`src/rtl/io_bus_dev.sv`:
```
// rtl/io_bus_dev.sv - IO-bus peripheral: LED register, 8-digit seven-segment scan,
// debounced button switch mailbox and a free-running cycle counter.
module io_bus_dev #(
  parameter int DEB_CYCLES  = 50000,
  parameter int SCAN_CYCLES = 100000
) (
  input  logic        clk,
  input  logic        rst,
  input  logic [7:0]  io_addr,
  input  logic [31:0] io_dout,
  input  logic        io_we,
  input  logic        io_rd,
  output logic [31:0] io_din,
  input  logic [15:0] sw,
  input  logic        btn,
  output logic [15:0] led,
  output logic [7:0]  an,
  output logic [6:0]  seg
);

  localparam int DW = $clog2(DEB_CYCLES);
  localparam int PW = (SCAN_CYCLES > 1) ? $clog2(SCAN_CYCLES) : 1;
  localparam logic [DW-1:0] DEB_MAX   = DW'(DEB_CYCLES - 1);
  localparam logic [PW-1:0] PRESC_MAX = PW'(SCAN_CYCLES - 1);

  localparam logic [7:0] ADDR_LED    = 8'h00;
  localparam logic [7:0] ADDR_SEG    = 8'h04;
  localparam logic [7:0] ADDR_STAT   = 8'h08;
  localparam logic [7:0] ADDR_SWDATA = 8'h0C;
  localparam logic [7:0] ADDR_CYCLE  = 8'h10;

  logic [15:0]   led_q, led_d;
  logic [31:0]   seg_word_q, seg_word_d;
  logic          valid_q, valid_d;
  logic [15:0]   sw_latched_q, sw_latched_d;
  logic [31:0]   cycle_q, cycle_d;
  logic [15:0]   sw_s1_q, sw_s1_d, sw_s2_q, sw_s2_d;
  logic          btn_s1_q, btn_s1_d, btn_s2_q, btn_s2_d;
  logic [DW-1:0] deb_cnt_q, deb_cnt_d;
  logic          stable_q, stable_d;
  logic          press_q, press_d;
  logic [PW-1:0] presc_q, presc_d;
  logic [2:0]    idx_q, idx_d;

  function automatic logic [6:0] hex7(input logic [3:0] v);
    case (v)
      4'h0: hex7 = 7'h40;
      4'h1: hex7 = 7'h79;
      4'h2: hex7 = 7'h24;
      4'h3: hex7 = 7'h30;
      4'h4: hex7 = 7'h19;
      4'h5: hex7 = 7'h12;
      4'h6: hex7 = 7'h02;
      4'h7: hex7 = 7'h78;
      4'h8: hex7 = 7'h00;
      4'h9: hex7 = 7'h10;
      4'hA: hex7 = 7'h08;
      4'hB: hex7 = 7'h03;
      4'hC: hex7 = 7'h46;
      4'hD: hex7 = 7'h21;
      4'hE: hex7 = 7'h06;
      default: hex7 = 7'h0E;
    endcase
  endfunction

  always_comb begin
    led_d        = led_q;
    seg_word_d   = seg_word_q;
    valid_d      = valid_q;
    sw_latched_d = sw_latched_q;
    stable_d     = stable_q;
    deb_cnt_d    = deb_cnt_q;
    press_d      = 1'b0;
    idx_d        = idx_q;
    presc_d      = presc_q;
    sw_s1_d      = sw;
    sw_s2_d      = sw_s1_q;
    btn_s1_d     = btn;
    btn_s2_d     = btn_s1_q;
    cycle_d      = cycle_q + 32'd1;

    if (io_we) begin
      case (io_addr)
        ADDR_LED: led_d      = io_dout[15:0];
        ADDR_SEG: seg_word_d = io_dout;
        default:  ;
      endcase
    end

    // Only a disagreement that survives DEB_CYCLES straight edges moves the stable level.
    if (btn_s2_q == stable_q) begin
      deb_cnt_d = '0;
    end else if (deb_cnt_q == DEB_MAX) begin
      deb_cnt_d = '0;
      stable_d  = btn_s2_q;
      press_d   = btn_s2_q;
    end else begin
      deb_cnt_d = deb_cnt_q + 1'b1;
    end

    // A capture beats a simultaneous SWDATA read-clear.
    if (press_q) begin
      valid_d      = 1'b1;
      sw_latched_d = sw_s2_q;
    end else if (io_rd && (io_addr == ADDR_SWDATA)) begin
      valid_d = 1'b0;
    end

    if (presc_q == PRESC_MAX) begin
      presc_d = '0;
      idx_d   = idx_q + 3'd1;
    end else begin
      presc_d = presc_q + 1'b1;
    end
  end

  always_ff @(posedge clk or posedge rst) begin
    if (rst) begin
      led_q        <= '0;
      seg_word_q   <= '0;
      valid_q      <= 1'b0;
      sw_latched_q <= '0;
      cycle_q      <= '0;
      sw_s1_q      <= '0;
      sw_s2_q      <= '0;
      btn_s1_q     <= 1'b0;
      btn_s2_q     <= 1'b0;
      deb_cnt_q    <= '0;
      stable_q     <= 1'b0;
      press_q      <= 1'b0;
      presc_q      <= '0;
      idx_q        <= '0;
    end else begin
      led_q        <= led_d;
      seg_word_q   <= seg_word_d;
      valid_q      <= valid_d;
      sw_latched_q <= sw_latched_d;
      cycle_q      <= cycle_d;
      sw_s1_q      <= sw_s1_d;
      sw_s2_q      <= sw_s2_d;
      btn_s1_q     <= btn_s1_d;
      btn_s2_q     <= btn_s2_d;
      deb_cnt_q    <= deb_cnt_d;
      stable_q     <= stable_d;
      press_q      <= press_d;
      presc_q      <= presc_d;
      idx_q        <= idx_d;
    end
  end

  always_comb begin
    case (io_addr)
      ADDR_LED:    io_din = {16'b0, led_q};
      ADDR_SEG:    io_din = seg_word_q;
      ADDR_STAT:   io_din = {31'b0, valid_q};
      ADDR_SWDATA: io_din = {16'b0, sw_latched_q};
      ADDR_CYCLE:  io_din = cycle_q;
      default:     io_din = 32'b0;
    endcase
  end

  assign led = led_q;
  assign an  = ~(8'b1 << idx_q);
  assign seg = hex7(seg_word_q[{idx_q, 2'b00} +: 4]);

endmodule

```
`config.mk`:
```
export PLATFORM = sky130hd
export DESIGN_NAME = io_bus_dev
export DESIGN_NICKNAME = d
export VERILOG_FILES = /design/src/rtl/io_bus_dev.sv
export SDC_FILE = /design/constraint.sdc
export NUM_CORES = 1
export LEC_CHECK = 0
export ABC_CLOCK_PERIOD_IN_PS = 6800
export BUFFER_PORTS_ARGS = -buffer_cell sky130_fd_sc_hd__clkbuf_2
export CAP_MARGIN = 20
export CORE_UTILIZATION = 40
export CTS_CLUSTER_DIAMETER = 30
export CTS_CLUSTER_SIZE = 30
export DETAILED_ROUTE_END_ITERATION = 16
export PLACE_DENSITY_LB_ADDON = 0.2
export SLEW_MARGIN = 20
export SYNTH_ARGS = -nofsm -noshare
export SYNTH_HDL_FRONTEND = slang
export SYNTH_SLANG_ARGS = --single-unit
```
`constraint.sdc`:
```
create_clock -name clk -period 6.8 [get_ports clk]
set_input_delay 0.68 -clock clk [delete_from_list [all_inputs] [get_ports clk]]
set_output_delay 0.68 -clock clk [all_outputs]
set_load 0.05 [all_outputs]
```
### Word-level counts from Yosys, hierarchy flattened

Memory sizes are Yosys's and may differ from the RTL's.
Index checks and enable logic that the tools add are counted.

* input bits: 61
* word-level logic and storage cells: 44
* register bits: 169
* output and inout bits: 63
* ROM bits: 112
* memories kept: 1

* multiplexer cells: 8
* eq/ne operators: 7
* add/subtract/negate cells: 4
* reductions and logical operators: 6
* bitwise logic cells: 2
* shift operators: 2

Memories
* (no name shown): depth 16, width 7, read ports 1, clocked after Yosys merged registers in 0, wr ports 0, line 46 `case (v)`

Operators with widths (number)
* 32-bit case mux with 5 select lines: 1
* 32-bit by 1-bit adder with 32-bit output, second input constant: 1
* 16-bit two-way mux: 2
* 32-bit by 6-bit indexed part select with 4-bit output: 1
* 17-bit by 1-bit adder with 17-bit output, second input constant: 1
* 17-bit equality test, second input constant: 1
* 17-bit two-way mux: 1
* 16-bit by 1-bit adder with 16-bit output, second input constant: 1
* 16-bit equality test, second input constant: 1
* 8-bit by 4-bit equality test with 1-bit output, second input constant: 2
* 8-bit by 3-bit equality test with 1-bit output, second input constant: 1
* 8-bit by 5-bit equality test with 1-bit output, second input constant: 1
* 8-bit logical NOT: 1
* 8-bit NOT: 1
* 1-bit by 3-bit << shifter with 8-bit output, first input constant: 1
* 2-bit AND reduction: 3
* 1-bit two-way mux: 4
* 3-bit by 1-bit adder with 3-bit output, second input constant: 1
* 2-bit nonzero test: 1
* 1-bit equality test: 1
* 1-bit logical AND: 1
* 1-bit NOT: 1

### Depth between registers and ports, before layout

* depth after elaboration: 4
* depth in mapped cells: 8
* gate-level depth less buffers: 7

### Worst setup path after synthesis

OpenSTA, ideal clock, no wires.

* kind: register -> output
* start point: register idx_q[0]
* end point: output seg[4]
* stages on the path, launching flop included: 8
* arrival: 3.142 ns
* data required time: 6.120 ns
* buffers on the path: 1
* slack: 2.978 ns
* path through: dfrtp_1 buf_2 mux4_2 mux2i_1 inv_1 ha_1 mux2_2 o21ai_0

* longest elaborated chain between the ends: 2

Ends and longest elaborated chain
* start, declared: line 43 `logic [2:0] idx_q, idx_d;`
* start signal, assigned: line 147 `idx_q <= idx_d;`
* 32-bit by 6-bit indexed part select with 4-bit output: line 164 `assign seg = hex7(seg_word_q[{idx_q, 2'b00} +: 4]);`
* memory read 16 x 7 bit
* end, declared: line 18 `output logic [6:0] seg`

No other way between the ends.

### Worst setup path in the final report

Same ends and word-level chain as after synthesis.

==> metrics.csv <==
stage;metric;value;unit
synthesis;Synth area leaders;dfrtp_1, mux2_2, xnor2_1;
synthesis;number of flops mapped to enable cells by yosys;0;
worst_setup_path;crit path DAT;3.27;ns
synthesis;share of the synthesized area in the top cell type;55.54;%
timing;final setup skew;0.01163;ns
worst_hold_path;hold path cells;0;
floorplanning;I/O pin total;124;
timing;period utilisation layout;58.09;%
worst_setup_path;Worst path depth;7;
clocking;CTS tree;built;
synthesis;Syn Nets;683;
route;Post-route DRC;0;
floorplanning;Die Span Y;140.0;µm
power;Pint;1562;µW
grt;GR Overflow Total;0;
clocking;buffer levels on the longest clock path;2;
worst_setup_path;Worst Setup SP;idx_q[0]$_DFFE_PP0N_;
clocking;Skew-Pair Late Insertion Delay;0.43;ns
route;drt wl/cell;18.53;µm
job;Max-Cap Viols;0;
route;drt pass-1 iters;4;
final_layout;NumNets Final;809;
floorplanning;Core ar.;18710;µm²
worst_setup_path;Top delay family on crit path;multiplexers;
floorplanning;initial core utilization;40.71;%
synthesis;Synth area leader;dfrtp_1;
power;PD cells;232.8;nW/µm²
power;Seq pwr share;49.7;%
timing;Tmin final;3.950;ns
worst_setup_path;worst r2r src;presc_q[0]$_DFF_PP0_;
route;Iteration-0 DRC Markers;392;
route;final WL;18.16;mm
worst_setup_path;CP max FO;11;
floorplanning;num rows;50;
clocking;# Post-CTS Setup Buffers;0;
final_layout;number of inserted diodes;0;
power;Sw Ratio;26.01;%
synthesis;Mapped Cells;608;
clocking;post-CTS resize count;0;
synthesis;Synth cell types;49;
grt;largest net degree at the start of global routing;97;
timing;Final Slew Violations;0;
synthesis;Post-Synthesis Cell Area;7615;µm²
grt;antenna violations before repair;0;
worst_setup_path;Slowest-stage cell, CP;dfrtp_1;
synthesis;Yosys Warn Count;0;
worst_setup_path;Reg-to-Reg End;idx_q[1]$_DFFE_PP0N_;
final_layout;layout cells sized above 1;31.90;%
route;total number of vias;5182;
worst_setup_path;flop2flop setup slack;4.37;ns
placement;number of port buffers;123;
timing;WHS;0.3491;ns
grt;global-route usage over all layers;19.42;%
clocking;Clock Pin Slew Worst Setup and Hold Paths;0.07;ns
worst_setup_path;crit-path cells;mux4_2 > mux2i_1 > inv_1 > ha_1 > mux2_2 > o21ai_0 > clkbuf_2;
synthesis;Post-synth top flop;dfrtp_1;
synthesis;most frequent cell after synthesis;dfrtp_1;
power;Lkg Pwr;0.004352;µW
floorplanning;die area;19590;µm²
synthesis;Synth Area per Inst;12.52;µm²
timing;fmax;253.1;MHz
grt;vias in the first global route;5317;
timing;Slew @ Worst Pin;0.9117;ns
final_layout;Finished Core Util;48.47;%
worst_setup_path;max incr delay on CP;0.71;ns
clocking;Sink Count;169;
route;post-route ant nets;0;
synthesis;Synth Register Bits;169;
power;combinational power share;5.9;%
synthesis;Commonest cells post-synth;dfrtp_1, mux2_2, xnor2_1;
power;sw power;549.1;µW
clocking;Root Buffer;clkbuf_16;
placement;placed cell area;8494;µm²
timing;Setup TNS;0;ns
worst_setup_path;Setup crit start kind;flop;
synthesis;register area share after synthesis;55.54;%
power;Clock power frac;44.4;%
final_layout;post-route cell area;9067;µm²
floorplanning;chip width;140.0;µm
synthesis;ys async rst share;100.0;%
timing;RSZ-0062 raised after global routing;no;
power;peak supply drop;0.1843;mV
worst_hold_path;Hold Crit Class;flop to flop;
worst_setup_path;worst r2r path cells;6;
timing;relative slew slack;38.66;%
route;Vias/cell;5.288;
worst_setup_path;WS Path Type;flop to output port;
timing;number of setup violations in the final report;0;
timing;Hold Violations, Final;0;
run_status;outcome;finished clean;
worst_setup_path;Crit. End Element;output port;
final_layout;Area Growth Syn to Fin;19.08;%
clocking;hold_buf cts;0;
placement;DP HPWL;13.15;mm
worst_setup_path;Worst EP required;6.12;ns
worst_setup_path;Worst Setup EP;seg[4];
clocking;H-tree depth;4;
clocking;CTS Buf Count;17;
grt;first-pass GRT wire length;28.85;mm
placement;routability congestion estimate;0.9215;
power;total power;2111;µW
worst_setup_path;Worst Path Buf+Inv;2;
## routing by layer
layer,share of wire (%),global-route usage (%)
met5,0,0
met4,1.9,6.825
met3,4.3,4.889
met2,49,31.37
met1,45,25.43
## worst register-to-register path: cells and delay by family, from the launching register on
family,cells,cell delay (ns)
multiplexers,1,0.33
buffers and inverters,1,0.27
flip-flops,1,0.39
AND/OR/NAND/NOR,3,1.12
adder cells (fa/ha/maj),1,0.22
## registers in the layout (all words and copies together), names as in the netlist
signal and cells:
cycle_q 32, seg_word_q 32, presc_q 17, deb_cnt_q 16
led 16, sw_latched_q 16, sw_s1_q 16, sw_s2_q 16
idx_q 3, btn_s1_q 1, btn_s2_q 1, press_q 1
stable_q 1, valid_q 1
## per-stage QoR
stage | cells | setup slack [ns]
4_1_cts | 980 | 2.534
3_5_place_dp | 949 | 2.939
6_report | 980 | 2.850
3_3_place_gp | 949 | 3.001
2_1_floorplan | 608 | 1.545
5_1_grt | 980 | 2.623
## layout by cell type, fill, tap and decap left out, drive strengths merged, types with 14 or more instances in the layout
cell    count
mux2i      26
nor2       39
nand4      19
xnor2      42
a22o       17
nand3      26
inv        29
o21ai      17
nand2      32
ha         14
mux2       69
clkbuf    140
xor2       16
dfrtp     169
## worst min path at each step
stage                          from              endpoint
3_5_place_dp   sw_s1_q[0]$_DFF_PP0_  sw_s2_q[0]$_DFF_PP0_
3_3_place_gp   sw_s1_q[0]$_DFF_PP0_  sw_s2_q[0]$_DFF_PP0_
5_1_grt                       sw[0]  sw_s1_q[0]$_DFF_PP0_
2_1_floorplan    btn_s1_q$_DFF_PP0_    btn_s2_q$_DFF_PP0_
4_1_cts                       sw[7]  sw_s1_q[7]$_DFF_PP0_
6_report       sw_s1_q[1]$_DFF_PP0_  sw_s2_q[1]$_DFF_PP0_
## power groups by stage
stage          clock network, µW  registers, µW  logic (µW)
3_3_place_gp                   0           1070         123
4_1_cts                      961           1050         127
5_1_grt                     1010           1050         136
2_1_floorplan                  0           1080        66.8
6_report                     937           1050         124
3_5_place_dp                   0           1070         126
## layout make-up
class | count | area [µm²]
clock buffers | 17 | 425.4
repair buffers | 129 | 660.6
flip-flops and latches | 169 | 4229
inverters | 18 | 72.57
fillers | 1703 | 9638
clock inverters | 14 | 143.9
multi-input cells | 399 | 3243
well taps | 234 | 292.8
## cells by family after synthesis
family                   after synthesis  share of synthesized area, %
adder cells (fa/ha/maj)               14                         2.300
AND/OR/NAND/NOR                      164                         11.55
flip-flops                           169                         55.54
XOR/XNOR                              58                         6.671
AO/OA/AOI/OAI                         60                         5.619
buffers and inverters                 40                         2.284
multiplexers                         103                         16.04
Note: power is estimated with default switching activity, not from simulation.
